**src/rtl/riscv_pkg.sv**
```systemverilog
// riscv_pkg: RV32I format codes, opcode constants and error codes shared by the
// instruction encoder/loader and its field packer.
package riscv_pkg;

  typedef enum logic [2:0] {
    FMT_R = 3'd0,
    FMT_I = 3'd1,
    FMT_S = 3'd2,
    FMT_B = 3'd3,
    FMT_U = 3'd4,
    FMT_J = 3'd5
  } fmt_e;

  localparam logic [6:0] OP_LOAD   = 7'h03;
  localparam logic [6:0] OP_IMM    = 7'h13;
  localparam logic [6:0] OP_AUIPC  = 7'h17;
  localparam logic [6:0] OP_STORE  = 7'h23;
  localparam logic [6:0] OP_OP     = 7'h33;
  localparam logic [6:0] OP_LUI    = 7'h37;
  localparam logic [6:0] OP_BRANCH = 7'h63;
  localparam logic [6:0] OP_JALR   = 7'h67;
  localparam logic [6:0] OP_JAL    = 7'h6F;

  localparam logic [1:0] ERR_NONE = 2'd0;
  localparam logic [1:0] ERR_FMT  = 2'd1;
  localparam logic [1:0] ERR_IMM  = 2'd2;

  // True when v is the sign-extension of its low 'bits' bits.
  function automatic logic fits_signed(input logic [31:0] v, input int unsigned bits);
    logic [31:0] hi;
    hi = $signed(v) >>> (bits - 1);
    return (hi == '0) || (hi == '1);
  endfunction

endpackage

```
**src/rtl/instr_field_packer.sv**
```systemverilog
// instr_field_packer: combinational RV32I word packer. Places decoded fields
// and the decoder-style immediate into their per-format bit positions.
// Optional immediate validation is compiled in with IMM_RANGE_CHECK_EN.
module instr_field_packer
  import riscv_pkg::*;
(
  input  logic [2:0]  fmt_i,
  input  logic [6:0]  opcode_i,
  input  logic [4:0]  rd_i,
  input  logic [4:0]  rs1_i,
  input  logic [4:0]  rs2_i,
  input  logic [2:0]  funct3_i,
  input  logic [6:0]  funct7_i,
  input  logic [31:0] imm_i,
  output logic [31:0] word_o,
  output logic        fmt_bad_o,
  output logic        imm_bad_o
);

  // Field placement per format; unknown formats produce no word.
  always_comb begin
    word_o    = '0;
    fmt_bad_o = 1'b0;
    case (fmt_e'(fmt_i))
      FMT_R: word_o = {funct7_i, rs2_i, rs1_i, funct3_i, rd_i, opcode_i};
      FMT_I: word_o = {imm_i[11:0], rs1_i, funct3_i, rd_i, opcode_i};
      FMT_S: word_o = {imm_i[11:5], rs2_i, rs1_i, funct3_i, imm_i[4:0], opcode_i};
      FMT_B: word_o = {imm_i[12], imm_i[10:5], rs2_i, rs1_i, funct3_i,
                       imm_i[4:1], imm_i[11], opcode_i};
      FMT_U: word_o = {imm_i[31:12], rd_i, opcode_i};
      FMT_J: word_o = {imm_i[20], imm_i[10:1], imm_i[11], imm_i[19:12], rd_i, opcode_i};
      default: fmt_bad_o = 1'b1;
    endcase
  end

  // Immediate range/alignment check for the formats that carry one.
  always_comb begin
    imm_bad_o = 1'b0;
`ifdef IMM_RANGE_CHECK_EN
    case (fmt_e'(fmt_i))
      FMT_I, FMT_S: imm_bad_o = !fits_signed(imm_i, 12);
      FMT_B:        imm_bad_o = !fits_signed(imm_i, 13) || imm_i[0];
      FMT_J:        imm_bad_o = !fits_signed(imm_i, 21) || imm_i[0];
      FMT_U:        imm_bad_o = (imm_i[11:0] != '0);
      default:      imm_bad_o = 1'b0;
    endcase
`endif
  end

endmodule

```
**src/rtl/instr_encoder_loader.sv**
```systemverilog
// instr_encoder_loader: accepts decoded instruction fields over valid/ready,
// packs them into RV32I words and writes them sequentially into IMEM through
// a back-pressured word-addressed port. Sticky error reporting for bad
// formats and, when IMM_RANGE_CHECK_EN is defined, out-of-range immediates.
module instr_encoder_loader
  import riscv_pkg::*;
#(
  parameter int unsigned ADDR_W = 10,
  parameter int unsigned CNT_W  = 16
) (
  input  logic              clk,
  input  logic              rst_n,
  input  logic              in_valid,
  output logic              in_ready,
  input  logic [2:0]        in_fmt,
  input  logic [6:0]        in_opcode,
  input  logic [4:0]        in_rd,
  input  logic [4:0]        in_rs1,
  input  logic [4:0]        in_rs2,
  input  logic [2:0]        in_funct3,
  input  logic [6:0]        in_funct7,
  input  logic [31:0]       in_imm,
  input  logic              addr_load,
  input  logic [ADDR_W-1:0] base_addr,
  output logic              mem_we,
  output logic [ADDR_W-1:0] mem_addr,
  output logic [31:0]       mem_wdata,
  input  logic              mem_ready,
  output logic              err,
  output logic [1:0]        err_code,
  input  logic              err_clr,
  output logic [CNT_W-1:0]  words_written
);

  typedef enum logic {ST_IDLE, ST_WRITE} state_e;

  state_e            state_q, state_d;
  logic [ADDR_W-1:0] addr_q, addr_d;
  logic [ADDR_W-1:0] load_addr_q, load_addr_d;
  logic              load_pend_q, load_pend_d;
  logic [31:0]       wdata_q, wdata_d;
  logic              err_q, err_d;
  logic [1:0]        code_q, code_d;
  logic [CNT_W-1:0]  cnt_q, cnt_d;

  logic [31:0] packed_word;
  logic        fmt_bad, imm_bad, req_bad;
  logic        hs, done;

  instr_field_packer u_packer (
    .fmt_i     (in_fmt),
    .opcode_i  (in_opcode),
    .rd_i      (in_rd),
    .rs1_i     (in_rs1),
    .rs2_i     (in_rs2),
    .funct3_i  (in_funct3),
    .funct7_i  (in_funct7),
    .imm_i     (in_imm),
    .word_o    (packed_word),
    .fmt_bad_o (fmt_bad),
    .imm_bad_o (imm_bad)
  );

  assign in_ready = (state_q == ST_IDLE) || mem_ready;
  assign hs       = in_valid && in_ready;
  assign done     = (state_q == ST_WRITE) && mem_ready;
  assign req_bad  = fmt_bad || imm_bad;

  // Next-state: write completion, pointer load, new word capture, error flag.
  always_comb begin
    state_d     = state_q;
    addr_d      = addr_q;
    load_addr_d = load_addr_q;
    load_pend_d = load_pend_q;
    wdata_d     = wdata_q;
    err_d       = err_q;
    code_d      = code_q;
    cnt_d       = cnt_q;

    if (done) begin
      state_d     = ST_IDLE;
      addr_d      = load_pend_q ? load_addr_q : addr_q + 1'b1;
      load_pend_d = 1'b0;
      if (cnt_q != '1) cnt_d = cnt_q + 1'b1;
    end

    // A load during a stalled write is parked so the pending word still
    // lands at the current address; otherwise it overrides the increment.
    if (addr_load) begin
      if ((state_q == ST_WRITE) && !mem_ready) begin
        load_pend_d = 1'b1;
        load_addr_d = base_addr;
      end else begin
        addr_d      = base_addr;
        load_pend_d = 1'b0;
      end
    end

    if (hs && !req_bad) begin
      state_d = ST_WRITE;
      wdata_d = packed_word;
    end

    if (hs && req_bad && (!err_q || err_clr)) begin
      err_d  = 1'b1;
      code_d = fmt_bad ? ERR_FMT : ERR_IMM;
    end else if (err_clr) begin
      err_d  = 1'b0;
      code_d = ERR_NONE;
    end
  end

  // State registers with synchronous active-low reset.
  always_ff @(posedge clk) begin
    if (!rst_n) begin
      state_q     <= ST_IDLE;
      addr_q      <= '0;
      load_addr_q <= '0;
      load_pend_q <= 1'b0;
      wdata_q     <= '0;
      err_q       <= 1'b0;
      code_q      <= ERR_NONE;
      cnt_q       <= '0;
    end else begin
      state_q     <= state_d;
      addr_q      <= addr_d;
      load_addr_q <= load_addr_d;
      load_pend_q <= load_pend_d;
      wdata_q     <= wdata_d;
      err_q       <= err_d;
      code_q      <= code_d;
      cnt_q       <= cnt_d;
    end
  end

  assign mem_we        = (state_q == ST_WRITE);
  assign mem_addr      = addr_q;
  assign mem_wdata     = wdata_q;
  assign err           = err_q;
  assign err_code      = code_q;
  assign words_written = cnt_q;

endmodule

```
**config.mk**
```make
export PLATFORM = sky130hd
export DESIGN_NAME = instr_encoder_loader
export DESIGN_NICKNAME = d
export VERILOG_FILES = /design/src/rtl/riscv_pkg.sv /design/src/rtl/instr_field_packer.sv /design/src/rtl/instr_encoder_loader.sv
export SDC_FILE = /design/constraint.sdc
export NUM_CORES = 1
export LEC_CHECK = 0
export ABC_CLOCK_PERIOD_IN_PS = 2170
export CORE_ASPECT_RATIO = 0.6
export CORE_MARGIN = 5
export CORE_UTILIZATION = 45
export CTS_BUF_LIST = sky130_fd_sc_hd__clkbuf_8
export DETAILED_ROUTE_END_ITERATION = 12
export PLACE_DENSITY = 0.87
export SETUP_SLACK_MARGIN = 0.15
export SYNTH_ARGS = -nofsm -noshare
export SYNTH_HDL_FRONTEND = slang
export SYNTH_SLANG_ARGS = --single-unit
```
**constraint.sdc**
```tcl
create_clock -name clk -period 2.17 [get_ports clk]
set_input_delay 0.217 -clock clk [delete_from_list [all_inputs] [get_ports clk]]
set_output_delay 0.217 -clock clk [all_outputs]
set_load 0.1 [all_outputs]
```
==> Word-level counts from Yosys, hierarchy flattened <==
Cells that the tools add are included.
{ "op_classes": {"n_addsub": 2, "n_mul": 0, "div_mod_pow": 0, "order_cmp": 0, "eq_ne": 6, "shift": 0, "mux": 15, "bitwise_logic": 1, "n_reduce_logical": 17} }
{ "op_table": {"columns": ["op", "n"], "rows": [
  ["case mux 32 bit (6 select lines)", 1],
  ["2-to-1 mux 10 bit", 4],
  ["adder 16 x 1 -> 16 bit, second input constant", 1],
  ["inequality test 16 bit, second input constant", 1],
  ["adder 10 x 1 -> 10 bit, second input constant", 1],
  ["2-to-1 mux 1 bit", 7],
  ["equality test 3 x 2 -> 1 bit, second input constant", 2],
  ["equality test 3 bit, second input constant", 2],
  ["logical AND 1 bit", 6],
  ["2-to-1 mux 2 bit", 3],
  ["nonzero test 2 bit", 3],
  ["OR reduction 6 bit", 1],
  ["AND reduction 2 bit", 2],
  ["equality test 3 x 1 -> 1 bit, second input constant", 1],
  ["zero test 3 bit", 1],
  ["zero test 1 bit", 2],
  ["logical OR 1 bit", 2],
  ["inverter 1 bit", 1]
]} }
{ "totals": {"reg_bits": 73, "latch_bits": 0, "mem_bits_rw": 0, "mem_bits_ro": 0, "in_bits": 83, "output_inout_bits": 63, "wordCells": 49, "memories": 0} }

==> Longest topological paths before layout <==
{ "depth": {"word_depth": 6, "mapped_depth": 8, "mapped_depth_nobuf": 5} }

==> By module <==
Synthesis repeated with hierarchy kept, for this count alone.
{ "unflattened": {"cells_unflattened": 489, "area_unflattened_um2": 3890.0} }
{ "modules_own_cells": {"columns": ["module", "n_inst", "cells_each", "area_per_inst_um2", "seq_area_each_um2"], "rows": [
  ["instr_encoder_loader", 1, 399, 3278.1, 1461.4],
  ["instr_field_packer", 1, 90, 611.8, 0.0]
]} }

==> Worst setup path before layout <==
OpenSTA, ideal clock, no wires.
{ "synth_timing": {"path_kind": "flip-flop to flip-flop", "from": "reg state_q (netlist: mem_we)", "to": "reg wdata_q[6] (netlist: mem_wdata[6])", "setup_ps": 132, "arrival_time_ps": 3029, "t_required_ps": 2038, "path_slack_ps": -992, "path_stages_with_launch": 9, "n_path_buf": 3, "period_less_slack_ps": 3162, "path_cell_list": "dfxtp_1 > clkbuf_2 > and2b_1 > clkinv_1 > and3_1 > buf_2 > buf_2 > nand2_1 > a21oi_1"} }
{ "synth_via": {"elab_chain_cells": 4} }
{ "synth_rtl": {"columns": ["item", "line", "source"], "rows": [
  ["from (decl)", "instr_encoder_loader.sv:37", "state_e state_q, state_d;"],
  ["from (signal assigned)", "instr_encoder_loader.sv:125", "state_q <= state_d;"],
  ["inverter 1 bit", "instr_encoder_loader.sv:64", "assign in_ready = (state_q == ST_IDLE) || mem_ready;"],
  ["logical OR 1 bit", "instr_encoder_loader.sv:64", null],
  ["via in_ready", "instr_encoder_loader.sv:14", "output logic in_ready,"],
  ["logical AND 1 bit", "instr_encoder_loader.sv:65", "assign hs = in_valid && in_ready;"],
  ["logical AND 1 bit", "instr_encoder_loader.sv:99", "if (hs && !req_bad) begin"],
  ["to (signal assigned)", "instr_encoder_loader.sv:129", "wdata_q <= wdata_d;"],
  ["to (decl)", "instr_encoder_loader.sv:41", "logic [31:0] wdata_q, wdata_d;"]
]} }
The timed path passes the listed nets, and every way through them passes these cells.
A chain may end at the register's enable or synchronous reset.

==> Final worst setup path <==
{ "layout_timing": {"from": "reg cnt_q[0] (netlist: words_written[0])", "to": "reg cnt_q[12] (netlist: words_written[12])"} }
{ "layout_via": {"elab_chain_cells": 2, "elab_cells_between_ends": 3, "classes_between": "add/sub (1); eq/ne (1); reduce/logical (1)"} }
{ "layout_rtl": {"columns": ["item", "line", "source"], "rows": [
  ["from (decl)", "instr_encoder_loader.sv:44", "logic [CNT_W-1:0] cnt_q, cnt_d;"],
  ["from (signal assigned)", "instr_encoder_loader.sv:132", "cnt_q <= cnt_d;"],
  ["parallel branches: the longest is 2 deep, another holds adder 16 x 1 -> 16 bit", null, null]
]} }
Parallel ways; which one is timed is not known.

==> summary.txt <==
GRT
  • Antenna violations before repair: 0
  • First-pass GRT wire length: 19500 µm
  • Global route overflow: 0
  • Vias in the first global route: 3882
  • Tot GR Track Use: 0.243
  • Largest net degree at the start of global routing: 40

STA
  • Final setup fails: 0
  • Final Max Slew Viols: 0
  • Rel. slew slack: 0.444
  • Hold slack: 0.410 ns
  • RSZ-0062 raised after global routing: false
  • Tcrit/Tclk final: 0.835
  • Slew @ Worst Pin: 0.831 ns
  • Final Critical Period: 1.81 ns
  • Fmax: 0.552 GHz
  • TNS Setup: 0 ns
  • Fin Clk Skew: 0.00676 ns
  • Fin. Hold Viols: 0

Worst setup path
  • Worst path cell trace: ha_1 > nand3_1 > or2_0 > or4_1 > o211a_1
  • Worst-path cell with the longest stage delay: or4_1
  • Crit path kind: flip-flop to flip-flop
  • Critical path data required time: 2.42 ns
  • CP top delay family: simple AND/OR/NAND/NOR gates
  • CP bufs+invs: 0
  • Setup crit end kind: flip-flop
  • Max FO, Critical Path: 7
  • Critical path's largest stage delay: 0.51 ns
  • Startpoint Class: flip-flop
  • Critical path data arrival time: 2.06 ns

CTS
  • Worst skew pair latency: 0.35 ns
  • CTS tree: yes
  • Total CTS buffers: 9
  • CTS sink cnt: 73
  • H-tree depth: 3
  • Post-CTS resize count: 0
  • CTS root buf: clkbuf_8
  • Post-CTS setup buffer count: 0
  • Maximum clock path buffer count: 2
  • Clk slew on worst S/H paths: 0.08 ns
  • CTS Hold Bufs: 0

Layout
  • Final nets: 688
  • Share of cells above drive strength 1: 0.217
  • Ant. Diodes: 0
  • Layout fillers: 625
  • Commonest non-fill, non-tap cells in the layout: buf_4, clkdlybuf4s50_1, nand2_1
  • Core Util, Final: 0.686
  • Most common cell after layout, fill and taps aside: buf_4
  • Multi-input combinational cell area: 1950 µm²
  • Flip-flop and latch area: 1510 µm²
  • Syn-to-layout area delta: 49.4%

Routing
  • Wire per inst: 17.3 µm
  • First drt pass iteration count: 5
  • Via count of the routed design: 4148
  • Via-to-Cell Ratio: 5.79
  • Final wirelength: 12400 µm
  • DR DRC count: 0
  • ANT nets after route: 0
  • Number of DRC markers in iteration 0: 372

Die
  • Initial Util: 0.459
  • Die ar.: 9960 µm²
  • Number of cell rows: 25
  • I/O pin count: 146
  • Die Span Y: 79.3 µm
  • Die X-Extent: 126 µm
  • Core region area: 7850 µm²

Placement
  • GP Congestion: 0.880
  • Final HPWL DP: 9290 µm
  • Port Buffers: 145

Logic synthesis
  • Async SR Flop Fraction: 0
  • Post-synth cell types: 50
  • Largest family of logic cells by synthesized area: compound AO/OA/AOI/OAI gates
  • Post-synthesis average cell area: 7.87 µm²
  • Synthesis Warnings: 0
  • Seq/Total Area, Yosys: 0.405
  • Syn Std Cell Area: 3610 µm²
  • Post-synth EDFFs: 0
  • Adder-cell share of the synthesized area: 0.00694
  • Predominant post-synthesis flop cell: dfxtp_1
  • Area share of and/or/nand/nor cells after synthesis: 0.238
  • Number of synthesized register bits: 73
  • Largest area contributor in the netlist: dfxtp_1
  • Mux share of post-synthesis cell area: 0.0479
  • Dominant cells by area after synthesis: dfxtp_1, a21oi_1, nand2_1
  • Post-Synthesis Cells: 458
  • XOR/XNOR Fraction of Synth Area: 0
  • Share of the synthesized area in the top cell type: 0.405
  • Compound-gate portion of the synthesized area: 0.249
  • Syn Nets: 543

Hold path
  • Hold WC Path Type: input port to flip-flop

Power
  • LEAKAGE: 2.10 nW
  • Power per cell area: 712 nW/µm²
  • Overall power: 0.00384 W
  • Peak supply drop: 0.000383 V

Status
  • Outcome: completed

Flow run
  • Max cap viols: 0
==> where the power goes <==
group	switching (W)	total, W	internal [W]
Clock	0.000513	0.00130	0.000789
Sequential	0.0000588	0.00146	0.00140
Combinational	0.000733	0.00107	0.000339
==> cell usage after synthesis, types with 2 or more instances <==
master    instances
dfxtp_1          73
a211oi_1          5
nor4_1            2
inv_1            13
a221oi_1         19
a21o_1            3
clkbuf_1         20
and3_1            3
a31oi_1           2
o41ai_1           2
o22ai_1           6
o311ai_0          2
or3_1             5
or4_1             6
or2_0             2
o211ai_1          2
a22oi_1           5
and2_1            3
a311oi_1          2
mux2i_1          15
mux2_2            2
buf_2             8
a21oi_1          47
nand2_1          57
nand4_1           8
o31ai_1           4
nor2b_1           2
o21ai_0          35
clkinv_1          2
buf_1             4
nor2_1           29
nand2b_1          6
ha_1              2
nand3_1          23
nor3_1           23
o221a_2           2
==> layer usage <==
layer,track usage,vias up,share of wire
met5,0,-,0
met4,0.0996,0,0.023
met1,0.313,1942,0.44
met3,0.0692,25,0.084
met2,0.384,195,0.45
li1,-,1986,-
==> cell families (layout without fill, tap and decap cells) <==
| family | Yosys count | after routing |
|---|---|---|
| muxes | 17 | 17 |
| adders and majority gates | 2 | 2 |
| and+or+nand+nor | 176 | 176 |
| AOI/OAI and AO/OA | 142 | 142 |
| DFF | 73 | 73 |
| buffers and inverters | 48 | 198 |
==> path summary, 6_finish.rpt <==
check                        start                end  slack, ns  cells after the start
setup / recovery  words_written[0]  words_written[12]       0.36                      5
hold / removal        in_opcode[0]       mem_wdata[0]       0.41                      3
setup reg to reg  words_written[0]  words_written[12]       0.36                      5
hold reg to reg        err_code[1]        err_code[1]       0.43                      2
==> flip-flops by register name, summed over array words and instances (netlist names) <==
signal / count
words_written: 16
load_addr_q: 10
mem_addr: 10
mem_we: 1
load_pend_q: 1
err: 1
err_code: 2
mem_wdata: 32
==> tightest hold or removal path, delay by kind of cell <==
kind            cells  cell delay, ns
buf+inv             1            0.39
simple gates        1            0.05
compound gates      1            0.05
==> per-stage QoR <==
step,setup slack [ns],instance area (µm²),std cells
2_1_floorplan,0.153,3660,458
3_3_place_gp,0.190,5140,700
3_5_place_dp,0.118,5140,700
4_1_cts,0.366,5390,716
5_1_grt,0.241,5390,716
6_report,0.357,5390,716
==> cell type report <==
cell class	count	area share
Timing Repair Buffer	167	0.275
Sequential cell	73	0.280
Multi-Input combinational cell	337	0.363
Clock buffer	10	0.0256
Tap cell	108	0.0251
Clock inverter	6	0.0197
Inverter	15	0.0114
Power figures use the tool's default switching activity.
